`src/rtl/timer_pkg.sv`:
```
// Shared types and constants for the minutes/seconds countdown controller.
package timer_pkg;

    localparam int CNT_W = 6;
    localparam logic [CNT_W-1:0] MAX_VAL = 6'd59;

    typedef enum logic [1:0] {
        IDLE    = 2'd0,
        RUN     = 2'd1,
        PAUSE   = 2'd2,
        EXPIRED = 2'd3
    } state_t;

    typedef struct packed {
        logic [CNT_W-1:0] min;
        logic [CNT_W-1:0] sec;
    } time_t;

    // Only ever applied to a non-zero time, so minutes cannot underflow.
    function automatic time_t dec_time(input time_t t);
        time_t r;
        if (t.sec != '0) begin
            r.min = t.min;
            r.sec = t.sec - 1'b1;
        end else begin
            r.min = t.min - 1'b1;
            r.sec = MAX_VAL;
        end
        return r;
    endfunction

endpackage

```
`src/rtl/tick_prescaler.sv`:
```
// Free-running divider producing one tick every TICK_DIV enabled cycles.
module tick_prescaler #(
    parameter int TICK_DIV = 50_000_000
) (
    input  logic clk,
    input  logic reset,
    input  logic en,
    input  logic clr,
    output logic tick
);

    localparam int PW = (TICK_DIV > 1) ? $clog2(TICK_DIV) : 1;
    localparam logic [PW-1:0] LAST = PW'(TICK_DIV - 1);

    logic [PW-1:0] cnt;

    assign tick = en && (cnt == LAST);

    // Holding the count while disabled is what preserves the partial second across a pause.
    always_ff @(posedge clk) begin
        if (reset || clr) begin
            cnt <= '0;
        end else if (en) begin
            cnt <= (cnt == LAST) ? '0 : cnt + PW'(1);
        end
    end

endmodule

```
`src/rtl/timer_ctrl.sv`:
```
// Countdown sequencing controller: command handling, load validation and mm:ss decrement.
//
//   state   | meaning
//   --------+-----------------------------------------------
//   IDLE    | no countdown, counts 00:00
//   RUN     | counting down on each prescaler tick
//   PAUSE   | counts and prescaler frozen, start resumes
//   EXPIRED | reached 00:00, waits for a reload or clear
module timer_ctrl
    import timer_pkg::*;
#(
    parameter int TICK_DIV = 50_000_000
) (
    input  logic             clk,
    input  logic             reset,
    input  logic             start,
    input  logic             pause,
    input  logic             clear,
    input  logic [CNT_W-1:0] load_min,
    input  logic [CNT_W-1:0] load_sec,
    output logic             busy,
    output logic             paused,
    output logic [CNT_W-1:0] count_minutes,
    output logic [CNT_W-1:0] count_seconds,
    output logic             done,
    output logic             expired,
    output logic             load_err
);

    state_t state;
    logic   tick;
    logic   load_ok;
    logic   load_zero;
    logic   load_go;
    logic   pre_clr;
    time_t  cur;
    time_t  nxt;

    assign load_ok   = (load_min <= MAX_VAL) && (load_sec <= MAX_VAL);
    assign load_zero = (load_min == '0) && (load_sec == '0);
    assign load_go   = !clear && start && load_ok && !load_zero
                       && ((state == IDLE) || (state == EXPIRED));
    assign pre_clr   = clear || load_go;

    assign cur = '{min: count_minutes, sec: count_seconds};
    assign nxt = dec_time(cur);

    assign busy    = (state == RUN);
    assign paused  = (state == PAUSE);
    assign expired = (state == EXPIRED);

    tick_prescaler #(
        .TICK_DIV (TICK_DIV)
    ) u_prescaler (
        .clk   (clk),
        .reset (reset),
        .en    (state == RUN),
        .clr   (pre_clr),
        .tick  (tick)
    );

    always_ff @(posedge clk) begin
        if (reset) begin
            state         <= IDLE;
            count_minutes <= '0;
            count_seconds <= '0;
            done          <= 1'b0;
            load_err      <= 1'b0;
        end else begin
            done     <= 1'b0;
            load_err <= 1'b0;
            if (clear) begin
                state         <= IDLE;
                count_minutes <= '0;
                count_seconds <= '0;
            end else begin
                case (state)
                    IDLE, EXPIRED: begin
                        if (start) begin
                            if (!load_ok) begin
                                load_err <= 1'b1;
                            end else if (load_zero) begin
                                state         <= EXPIRED;
                                count_minutes <= '0;
                                count_seconds <= '0;
                                done          <= 1'b1;
                            end else begin
                                state         <= RUN;
                                count_minutes <= load_min;
                                count_seconds <= load_sec;
                            end
                        end
                    end
                    RUN: begin
                        // A tick that lands on 00:00 takes precedence over a simultaneous pause.
                        if (tick) begin
                            count_minutes <= nxt.min;
                            count_seconds <= nxt.sec;
                            if ((nxt.min == '0) && (nxt.sec == '0)) begin
                                state <= EXPIRED;
                                done  <= 1'b1;
                            end else if (pause) begin
                                state <= PAUSE;
                            end
                        end else if (pause) begin
                            state <= PAUSE;
                        end
                    end
                    PAUSE: begin
                        if (start && !pause) begin
                            state <= RUN;
                        end
                    end
                    default: state <= IDLE;
                endcase
            end
        end
    end

endmodule

```
`config.mk`:
```
export PLATFORM = sky130hd
export DESIGN_NAME = timer_ctrl
export DESIGN_NICKNAME = d
export VERILOG_FILES = /design/src/rtl/timer_pkg.sv /design/src/rtl/tick_prescaler.sv /design/src/rtl/timer_ctrl.sv
export SDC_FILE = /design/constraint.sdc
export NUM_CORES = 1
export LEC_CHECK = 0
export ABC_AREA = 1
export CORE_UTILIZATION = 58
export CTS_BUF_LIST = sky130_fd_sc_hd__clkbuf_8
export CTS_CLUSTER_DIAMETER = 30
export CTS_CLUSTER_SIZE = 25
export DETAILED_ROUTE_END_ITERATION = 6
export GPL_TIMING_DRIVEN = 0
export HOLD_SLACK_MARGIN = 0.02
export PLACE_DENSITY = 0.82
export SETUP_SLACK_MARGIN = 0.05
export SYNTH_ARGS = -nofsm -noshare
export SYNTH_HDL_FRONTEND = slang
export SYNTH_HIERARCHICAL = 1
export SYNTH_SLANG_ARGS = --single-unit
```
`constraint.sdc`:
```
create_clock -name clk -period 5.95 [get_ports clk]
set_input_delay 1.785 -clock clk [delete_from_list [all_inputs] [get_ports clk]]
set_output_delay 1.785 -clock clk [all_outputs]
set_load 0.05 [all_outputs]
```
Word level (Yosys, flattened, before mapping)

Cells that the tools add are included.

Input bits: 17
Register bits after elaboration: 42
Output and inout bits: 17
Logic and storage cells: 75

Bitwise gates (word level): 2
Muxes and demuxes: 27
Reduce and logical (&&, ||, !) cells: 27
Equality and inequality tests: 8
Add/sub/neg operators: 3
$lt $le $gt $ge: 2

Operators by type and width:

| operator                                             | count |
|---|---|
| 2-to-1 mux 6 bit                                     | 8 |
| adder 26 x 1 -> 26 bit (second input constant)       | 1 |
| equality test 26 bit (second input constant)         | 1 |
| 2-to-1 mux 26 bit                                    | 1 |
| logical NOT 6 bit                                    | 4 |
| case mux 6 bit (2 select lines)                      | 2 |
| 2-to-1 mux 2 bit                                     | 7 |
| <= comparator 6 bit (second input constant)          | 2 |
| 2-to-1 mux 12 bit                                    | 1 |
| subtractor 6 x 1 -> 6 bit (second input constant)    | 2 |
| logical AND 1 bit                                    | 9 |
| 2-to-1 mux 1 bit                                     | 6 |
| != test 2 bit (second input constant)                | 3 |
| case mux 2 bit (3 select lines)                      | 1 |
| nonzero test 6 bit                                   | 1 |
| equality test 2 bit (second input constant)          | 2 |
| AND reduction 4 bit                                  | 1 |
| OR reduction 2 bit                                   | 2 |
| OR reduction 4 bit                                   | 1 |
| logical NOT 1 bit                                    | 3 |
| logical OR 1 bit                                     | 3 |
| AND reduction 3 bit                                  | 1 |
| equality test 2 x 1 -> 1 bit (second input constant) | 1 |
| logical NOT 2 bit                                    | 1 |
| other kinds (4)                                      | 5 |

Longest topological paths before layout

Gate-level depths: netlist (run 1).

Word-level depth: 7
Depth in mapped cells: 16
Depth with buffers taken out: 16

Cells and area by module

Netlist (run 1), hierarchy kept.

Modules (own cells, without submodules):

| module         | area each (um^2) | seq. area each (um^2) | instances | cells each |
|---|---|---|---|---|
| tick_prescaler | 1600.3           | 520.5                 | 1         | 238 |
| timer_ctrl     | 1233.7           | 320.3                 | 1         | 192 |

Worst setup path before layout (run 1)

No wires, ideal clock.

Path type: input port to flip-flop
Start point: in load_min[0]
End point: reg u_prescaler.cnt[15]
Path slack: 2.855 ns
Library setup time: 0.064 ns
Data arrival time: 3.031 ns
Required time: 5.886 ns
Path buffers: 0
Cell stages on the path: 9
Path through: nor4_1 nand3_1 nand2_1 nand2_1 nor2_1 inv_1 nor2_2 nand2_1 nor2_1

Cells in the longest elaborated chain, start to end: 7
Elaborated cells between the ends (all ways): 10
Classes of those cells: order compare: 1; reduce/logical: 9

Ends and longest elaborated chain:

| item                                                     | RTL line                           | text |
|---|---|---|
| start: declaration                                       | timer_ctrl.sv:19                   | `input logic [CNT_W-1:0] load_min,` |
| <= comparator 6 bit or logical NOT 6 bit (tied branches) | timer_ctrl.sv:39, timer_ctrl.sv:40 |  |
| logical AND 1 bit (on tied branches)                     | timer_ctrl.sv:39, timer_ctrl.sv:40 |  |
| logical AND 1 bit or logical NOT 1 bit (tied branches)   | timer_ctrl.sv:41                   | `assign load_go = !clear && start && load_ok && !load_zero` |
| logical AND 1 bit *                                      | timer_ctrl.sv:41                   |  |
| logical AND 1 bit *                                      | timer_ctrl.sv:42                   | `&& ((state == IDLE) \|\| (state == EXPIRED));` |
| logical OR 1 bit *                                       | timer_ctrl.sv:43                   | `assign pre_clr = clear \|\| load_go;` |
| named net pre_clr                                        | timer_ctrl.sv:35                   | `logic pre_clr;` |
| logical OR 1 bit *                                       | tick_prescaler.sv:21               | `if (reset \|\| clr) begin` |
| end signal: assignment                                   | tick_prescaler.sv:24               | `cnt <= (cnt == LAST) ? '0 : cnt + PW'(1);` |
| end: declaration                                         | tick_prescaler.sv:15               | `logic [PW-1:0] cnt;` |

Mark *: on every way through the listed nets, which the timed path passes. The rest lies on a longest branch.
A chain may end at the register's enable or synchronous reset.

Worst setup path after layout (run 1)

Start point: reg state[1]
End point: out busy

Cells in the longest elaborated chain, start to end: 1

Ends and longest elaborated chain:

| item                         | RTL line         | text |
|---|---|---|
| start: declaration           | timer_ctrl.sv:30 | `state_t state;` |
| start signal: assignment     | timer_ctrl.sv:64 | `state <= IDLE;` |
| start signal: assignment     | timer_ctrl.sv:73 | `state <= IDLE;` |
| start signal: assignment     | timer_ctrl.sv:83 | `state <= EXPIRED;` |
| equality test 2 x 1 -> 1 bit | timer_ctrl.sv:48 | `assign busy = (state == RUN);` |
| end: declaration             | timer_ctrl.sv:21 | `output logic busy,` |

No other way between the ends.

==> results by group, run 1 <==
Timing
  • Slew margin rel.: 0.665
  • Final hold violations: 0
  • Hold_ws: 0.527 ns
  • Unrepaired setup endpoints after global routing: false
  • Setup-failing EPs final: 0
  • Max Slew Vio Count: 0
  • Fmax: 264 MHz
  • Final period utilization: 0.637
  • Final worst path period need: 3.79 ns
  • Worst-margin pin slew: 0.501 ns
  • Max Clock Skew: about 0.0052 ns
  • Setup tns final: 0 ns

Route
  • Starting DRT DRC Count: slightly below 200
  • DRT Pass-1 Iters: 6
  • Vias per std cell: between 5 and 6
  • Final wirelength: around 7000 um
  • Number of routed nets with antenna violations: 0
  • Wirelength per Cell: between 10 and 15 um
  • Routed vias: 2882
  • # DRC: 0

Synthesis
  • Yosys cell types: 39
  • Yosys top cell area share: 0.297
  • Synthesized cell area: ~2800 um2
  • Post-synth net total: about 460
  • Mean instance size in the synthesized netlist: 6.59 um2
  • YS warnings: 6
  • Yosys reg bits: 42
  • Synth top area cells: dfxtp_1, nand2_1, nor2_1
  • Cells after Synth: 430
  • Yosys top cell by area: dfxtp_1
  • Sequential share of the synthesized area: 0.297

CTS
  • Post-CTS sizing: 0
  • Clock sink count: 42
  • Hold_buf cts: 0
  • Worst-path clk slew: 0.08 ns
  • Root Driver: clkbuf_8
  • CTS Buffer Depth: 2
  • Htree depth: 2
  • Worst-Skew Late Latency: 0.30 ns
  • Num CTS Buffers: 5
  • CTS tree: done
  • Post-CTS Setup Bufs: 0

Layout
  • Most frequent cells in the layout: nand2_1, nor2_1, inv_1
  • Final Net Count: between 400 and 500
  • Filler cell count: 387
  • Commonest non-fill, non-tap cell in the layout: nand2_1
  • Area Growth Syn to Fin: 18.5%
  • Share of cells above drive strength 1: 0.119
  • Inserted Diodes: 0

Critical path
  • Critical Path RT: 4.16 ns
  • Crit start category: flip-flop
  • R2r worst-path depth: 11
  • Crit. End Element: primary output
  • Critical path class: reg2out
  • CP Max Fanout: 8
  • Worst Path Arrival: approximately 2 ns
  • Worst R2R Setup Slack: between 3 and 4 ns
  • R2R Path End: count_minutes[2]$_SDFFE_PP0P_
  • Worst r2r src: state[1]$_SDFFE_PP0P_

Min path
  • WHS Path Cells: 2
  • Min-delay worst type: reg2reg
  • Hold_sp: u_prescaler/cnt[0]$_SDFFE_PP0P_
  • Worst Hold Endpoint: u_prescaler/cnt[0]$_SDFFE_PP0P_

Global route
  • GRT Residual Overflow: 0
  • Largest net degree at the start of global routing: 14
  • Initial antenna violation count: 0
  • First-pass GRT wire length: 11500 um
  • Total track usage: 0.284
  • Vias in the first global route: between 2000 and 3000

Power
  • Power Total: slightly above 700 uW
  • Power density over the cells: roughly 220 nW/um2
  • Peak supply drop: 0.000161 V
  • Leak: between 1 and 1.5 nW

Place
  • Post-DP HPWL: 5330 um
  • Placer congestion estimate: between 0.8 and 0.9
  • Port Buffers: 33

Run
  • MaxCap Viol Count: 0

Floorplanning
  • Die Wd: 71.9 um
  • Initial Utilization: 0.600
  • Die Span Y: 71.9 um
  • Die area: 5170 um2
  • FP Rows: 25
  • Core area: 4720 um2
  • # IOs: 34

Outcome
  • Status: completed
[report_power, final]
| group | switching, mW | internal [mW] | total, mW |
|---|---|---|---|
| Combinational | 0.128 | 0.0706 | 0.198 |
| Sequential | 0.00979 | 0.288 | 0.298 |
| Clock | 0.102 | 0.124 | 0.226 |
| Total | 0.240 | 0.483 | 0.722 |
[sequential cells by signal (all words and copies together) (netlist names)]
register         flops
state                2
count_seconds        6
load_err             1
count_minutes        6
done                 1
u_prescaler/cnt     26
[metrics by stage]
stage               setup slack (ns)  area, um2  instances  utilization
finish                          2.16       3360        538        0.711
global route                    1.92       3360        538        0.711
CTS                             2.13       3360        538        0.711
detailed placement              1.91       3250        530        0.688
global placement                1.88       3250        530        0.688
floorplan                       2.85       2830        430            -
[cells in the mapped netlist]
library cell,instances
o31ai_1,1
inv_1,45
a221oi_1,7
nor2_4,5
o21ai_1,1
nor3b_1,1
nand3_1,31
o22ai_1,2
mux2i_1,2
nand2_2,10
a21oi_2,1
ha_1,8
a211oi_1,1
buf_6,3
a21oi_1,20
nor3_1,6
nand2_4,3
dfxtp_1,42
xnor2_1,6
nor2_2,13
xor2_1,6
nor3_2,2
clkinv_1,2
buf_2,2
nand3_4,1
nand2_1,104
a21o_2,1
o21ai_4,1
and3_1,1
inv_2,2
inv_4,1
clkbuf_1,1
nor4_1,3
and2_1,1
nand4_1,12
o21a_1,1
nand3_2,3
nor2_1,69
o21ai_0,9
[worst max-delay path, cell delays in order, from the launching register on]
cell and delay, ns:
dfxtp_1 0.35, inv_1 0.08, ha_1 0.40, clkdlybuf4s50_1 0.88
[per-layer routing]
metal / vias up / GRT usage / routed length (um)
met2: 105 / 0.497 / 3300
met4: 0 / 0.135 / 252
met5: - / 0 / 0
met3: 25 / 0.0389 / 361
met1: 1280 / 0.345 / 2980
li1: 1472 / - / -
[kinds of logic (layout without fill, tap and decap cells)]
group / Yosys count / in the layout / synth area share
compound gates: 45 / 45 / 0.0989
xor+xnor: 12 / 12 / 0.0371
fa+ha+maj: 8 / 8 / 0.0353
buf+inv: 56 / 97 / 0.0839
flops: 42 / 42 / 0.297
mux: 2 / 2 / 0.00706
simple gates: 265 / 265 / 0.441
[layout make-up]
type,instances,area (um2),share of cell area
plain buffers,6,47.5,0.0142
clock buffers,5,68.8,0.0205
clock inverters,3,40.0,0.0119
inverters,50,190,0.0567
multi-input cells,332,1760,0.523
flip-flops and latches,42,841,0.250
well taps,67,83.8,0.0250
repair buffers,33,330,0.0984
[how the worst max path moves through the flow]
stage,slack [ns],startpoint,cells past startpoint,endpoint
floorplan,2.85,load_min[0],9,u_prescaler/cnt[15]$_SDFFE_PP0P_
global placement,1.88,load_sec[2],10,u_prescaler/cnt[21]$_SDFFE_PP0P_
detailed placement,1.91,load_sec[3],10,u_prescaler/cnt[21]$_SDFFE_PP0P_
CTS,2.13,state[1]$_SDFFE_PP0P_,3,busy
global route,1.92,load_sec[3],10,u_prescaler/cnt[23]$_SDFFE_PP0P_
finish,2.16,state[1]$_SDFFE_PP0P_,3,busy
No activity file was read; power rests on OpenSTA's default activity.
==> run 2: changes to the inputs <==
- clock period: 5.95 -> 3.9 ns (I/O delays scaled with it)
==> results of run 2 <==
The final DEF is identical to that of run 1. Status: completed.
Among the figures that moved: setup slack after placement 1.91 ns -> 0.473 ns; setup slack after layout 2.16 ns -> 0.723 ns; register-to-register setup slack 3.53 ns -> 1.48 ns; total power 0.722 mW -> 1.10 mW; worst IR drop on VDD 0.000161 V -> 0.000245 V
==> RTL edit 1 (config.mk and constraints of run 2) <==
Reset style: asynchronous (`reset`), changed in one clocked block.
--- a/src/rtl/timer_ctrl.sv
+++ b/src/rtl/timer_ctrl.sv
@@ -60,5 +60,5 @@
     );
 
-    always_ff @(posedge clk) begin
+    always_ff @(posedge clk or posedge reset) begin
         if (reset) begin
             state         <= IDLE;
Formal check against the unedited RTL: differs if reset is asserted again (counterexample within 4 cycles, from zero or initial values and one cycle with reset high); with reset held inactive, the same outputs for 10 cycles.
==> RTL edit 1 against run 2 <==
  * Area after synthesis up 3.9%
  * Worst setup slack better by 0.064 ns
  * Via count down 0.24%
  * Sequential cell count unchanged
  * Wire length up 4.3%
  * Design area up 2.6%
  * Synthesized cell count unchanged
Power is not compared: it rests on default switching activity, and its combinational part moved more than twofold at a synthesized area within 25%.
==> RTL edit 1: results (changes against run 2) <==
Fillers=436 (+13%); placed inst area=0.00336 mm2 (+3.4%); share of layout cells above drive strength 1=14.4% (+2.5 points); gr usage total=28.8% (+0.36 points); Pre-Repair DR Iteration Count=5 (-1); reg2reg start=state[1]$_DFFE_PP0P_; Yosys cell types=41 (+5.1%); Synth top cells by count=nand2_1, nor2_1, inv_1, nand3_1, dfxtp_1; diode count=0 (unchanged); CP arrival=3.35 ns (+1.34 ns); largest net degree at the start of global routing=17 (+3); Seq. pwr=583 uW; Clk pwr share=13.7%; sw frac=50.4%; worst min path class=reg2reg; Reg area=921 um2 (+9.5%); Multi-In Gates=328 (-1.2%); Max VDD drop=0.409 mV; Yosys warning count=6 (unchanged); Top class by area=multi-input gates; Mapped Nets=455 (unchanged); vias in the first global route=2514 (-2.8%); Seq/Total Area, Yosys=31.3% (+1.6 points); worst hold endpoint=u_prescaler/cnt[0]$_SDFFE_PP0P_; synthesis-to-finish area growth=17.0%; Clock buf/inv share=2.51% (-0.74 points); Setup-failing EPs final=0 (unchanged); top post-synthesis cells by area=dfxtp_1, dfrtp_1, nand2_1; RR Endpoint=state[1]$_DFFE_PP0P_; critical path fanouts, max=7 (-1); Non-clock buffering overhead=10.8% (-0.47 points); Buffers excl. clock=37 (-5.1%); first-pass GRT wire length=11700 um (+1.3%); FFs w/ async S/R, synth=38.1% (+38 points); relative slew slack=54.6% (-12 points); Hold WS=0.503 ns (-0.0236 ns); Setup Buffers After CTS=0 (unchanged); Critical Path Max Stage Delay=0.49 ns (-0.39 ns); 1st-iter DRT viols=290 (+46%); Worst R2R Setup Slack=1.65 ns (+0.17 ns); multi-input combinational area share=51.3% (-0.98 points); invs w/o clock=56 (+12%); PnR Total Power=2050 uW; Post-DP HPWL=5660 um (+6.1%); GP Congestion=0.953 (+7.2%); routed vias/inst=5.34 (-0.24%); H-Tree Depth=2 (unchanged); Core Region=0.00482 mm2 (+2.0%); status=complete, no violations; Clock Skew=0.00636 ns (+0.00115 ns); Slowest cell on crit path=clkdlybuf4s50_1; r2r worst-path depth=18 (+7); routed wire length=7190 um (+4.3%)
-- RTL edit 1: cell types whose count changed after synthesis, sizes merged, moves of 5 or more --
cell,before,now
o21ai,11,21
dfrtp,0,16
dfxtp,42,26
inv,48,56
a221oi,7,0
nand3,35,40
a21oi,21,10
-- RTL edit 1: metrics by stage --
stage	std cells	worst slack [ns]
after floorplan	430	1.40
after global placement	530	0.533
after detailed placement	530	0.496
after CTS	538	0.806
after global routing	538	0.626
final	538	0.787
-- RTL edit 1: worst max path at each step --
stage           startpoint                          endpoint  slack, ns  cells past startpoint
6_report       load_min[2]  u_prescaler/cnt[15]$_SDFFE_PP0P_       0.79                     11
5_1_grt        load_min[2]  u_prescaler/cnt[21]$_SDFFE_PP0P_       0.63                     11
4_1_cts        load_min[2]  u_prescaler/cnt[19]$_SDFFE_PP0P_       0.81                     11
3_5_place_dp   load_min[2]  u_prescaler/cnt[23]$_SDFFE_PP0P_       0.50                     11
3_3_place_gp   load_min[2]  u_prescaler/cnt[15]$_SDFFE_PP0P_       0.53                     11
2_1_floorplan  load_min[2]  u_prescaler/cnt[18]$_SDFFE_PP0P_       1.40                     10
-- RTL edit 1: worst max-delay path, delay by kind of cell --
family	cells	cell delay, ns
buffers and inverters	3	0.79
AND/OR/NAND/NOR	7	0.98
AO/OA/AOI/OAI	1	0.42
-- RTL edit 1: cell families after synthesis --
logic type                 synth area share, %
and+or+nand+nor                           43.2
xor gates and xnor gates                  4.16
buffers and inverters                     8.71
adders and majority gates                 3.40
AOI/OAI and AO/OA                         8.88
DFF                                       31.3
muxes                                    0.340
-- RTL edit 1: layer usage --
metal,GRT usage (%),part of all wire (%)
met4,10.0,1.4
met2,44.4,45
met3,4.53,6.9
met5,0,0
met1,40.7,47
==> RTL edit 2 (flow settings as in run 2) <==
Without the edit above. `TICK_DIV` is set to 50_000_000 in 2 places; all go to 12_500_000.
--- a/src/rtl/tick_prescaler.sv
+++ b/src/rtl/tick_prescaler.sv
@@ -1,5 +1,5 @@
 // Free-running divider producing one tick every TICK_DIV enabled cycles.
 module tick_prescaler #(
-    parameter int TICK_DIV = 50_000_000
+    parameter int TICK_DIV = 12_500_000
 ) (
     input  logic clk,
--- a/src/rtl/timer_ctrl.sv
+++ b/src/rtl/timer_ctrl.sv
@@ -10,5 +10,5 @@
     import timer_pkg::*;
 #(
-    parameter int TICK_DIV = 50_000_000
+    parameter int TICK_DIV = 12_500_000
 ) (
     input  logic             clk,
Formal check against the unedited RTL: no difference found for any inputs over 10 cycles, from zero or initial values; that may be too few to reach the edited logic, so the function may still have changed.
==> RTL edit 2 against run 2 <==
  * Sequential cell count decreased by 2
  * Utilization increased by 2.8 points
  * Highest routed layer unchanged
  * The flow now finishes with violations (DRC)
  * Sequential share of layout area increased by 1.3 points
  * Worst setup slack got worse by 0.025 ns
  * Area after synthesis decreased by 9.4%
  * Power decreased by 8.1%
  * Wire length decreased by 5.2%
  * Design area decreased by 9.4%
  * Clock skew increased by 0.00080 ns
==> RTL edit 2: results (changes against run 2) <==
top post-synthesis cells by area=dfxtp_1, nand2_1, nor2_1; GR Layer Usage met2=45.1% (-4.6 points); met3 Track Usage GR=6.58% (+2.7 points); largest net degree at the start of global routing=13 (-1); 1st-iter DRT viols=248 (+25%); Clock Skew=0.00601 ns (+0.000801 ns); critical path fanouts, max=10 (+2); Leak=0.00112 uW (-11%); Pre-Repair DR Iteration Count=7 (+1); Yosys cell types=38 (-2.6%); share of layout cells above drive strength 1=8.06% (-3.8 points); Post-DP HPWL=4970 um (-6.8%); Seq/Total Area, Yosys=31.2% (+1.5 points); Synth top cells by count=nand2_1, nor2_1, inv_1, dfxtp_1, nand3_1; gr usage total=30.2% (+1.8 points); grt total ovfl=0 (unchanged); Worst Tran Pin Value=0.503 ns (+0.00180 ns); Max VDD drop=0.220 mV (-10%); Mapped Nets=418 (-8.1%); Regs by FF count=u_prescaler/cnt: 24 flops, count_minutes: 6 flops, count_seconds: 6 flops; met1 Use GR=43.0% (+8.5 points); Fillers=369 (-4.7%); status=finished, violations left; routed vias/inst=5.66 (+5.6%); GP Congestion=0.906 (+1.9%); Critical Path Max Stage Delay=0.45 ns (-0.43 ns); first-pass GRT wire length=10600 um (-8.4%); routed wire length=6540 um (-5.2%); CP top delay family=simple AND/OR/NAND/NOR gates; worst min path class=reg2reg; vias in the first global route=2349 (-9.2%); Final nets=458 (-7.5%); DRC=1 (+1); CP arrival=3.44 ns (+1.43 ns); failing checks=DRC
RTL edit 2: path summary, 6_finish.rpt:
check                                  start                               end  slack (ns)  cells after the start
max                              load_sec[2]  u_prescaler/cnt[14]$_SDFFE_PP0P_        0.70                     10
min          u_prescaler/cnt[0]$_SDFFE_PP0P_   u_prescaler/cnt[0]$_SDFFE_PP0P_        0.49                      2
max reg2reg            state[1]$_SDFFE_PP0P_             state[0]$_SDFFE_PP0P_        1.42                     11
min reg2reg  u_prescaler/cnt[0]$_SDFFE_PP0P_   u_prescaler/cnt[0]$_SDFFE_PP0P_        0.49                      2
RTL edit 2: final cells by class:
class / instances / area share, %
clock buffer: 5 / 2.26
inverter: 46 / 5.68
sequential: 40 / 26.3
buffer: 5 / 1.07
multi-input combinational: 303 / 51.3
clock inverter: 2 / 0.412
tap: 50 / 2.06
timing repair buffer: 33 / 10.9
RTL edit 2: through the flow:
stage,total power (uW),cells,utilization (%),instance area (um2),setup slack (ns)
after floorplan,657,394,-,2570,1.35
after global placement,738,477,71.9,2960,0.427
after detailed placement,743,477,71.9,2960,0.439
after CTS,1010,484,73.9,3040,0.709
after global routing,1060,484,73.9,3040,0.480
final,1010,484,73.9,3040,0.698
RTL edit 2: kinds of logic after synthesis:
| logic type | share of synthesized area, % |
|---|---|
| AOI/OAI and AO/OA | 11.5 |
| xor gates and xnor gates | 2.39 |
| adders and majority gates | 3.41 |
| buffers and inverters | 8.00 |
| DFF | 31.2 |
| muxes | 0.780 |
| and+or+nand+nor | 42.7 |
RTL edit 2: layer usage:
metal	vias up	routed length, um
met5	-	0
met4	0	76
met3	10	524
met2	110	2810
met1	1247	3130
li1	1371	-
RTL edit 2: report_power, final:
part / switching, uW / internal (uW)
Sequential: 14.4 / 420
Combinational: 200 / 107
Clock: 151 / 121
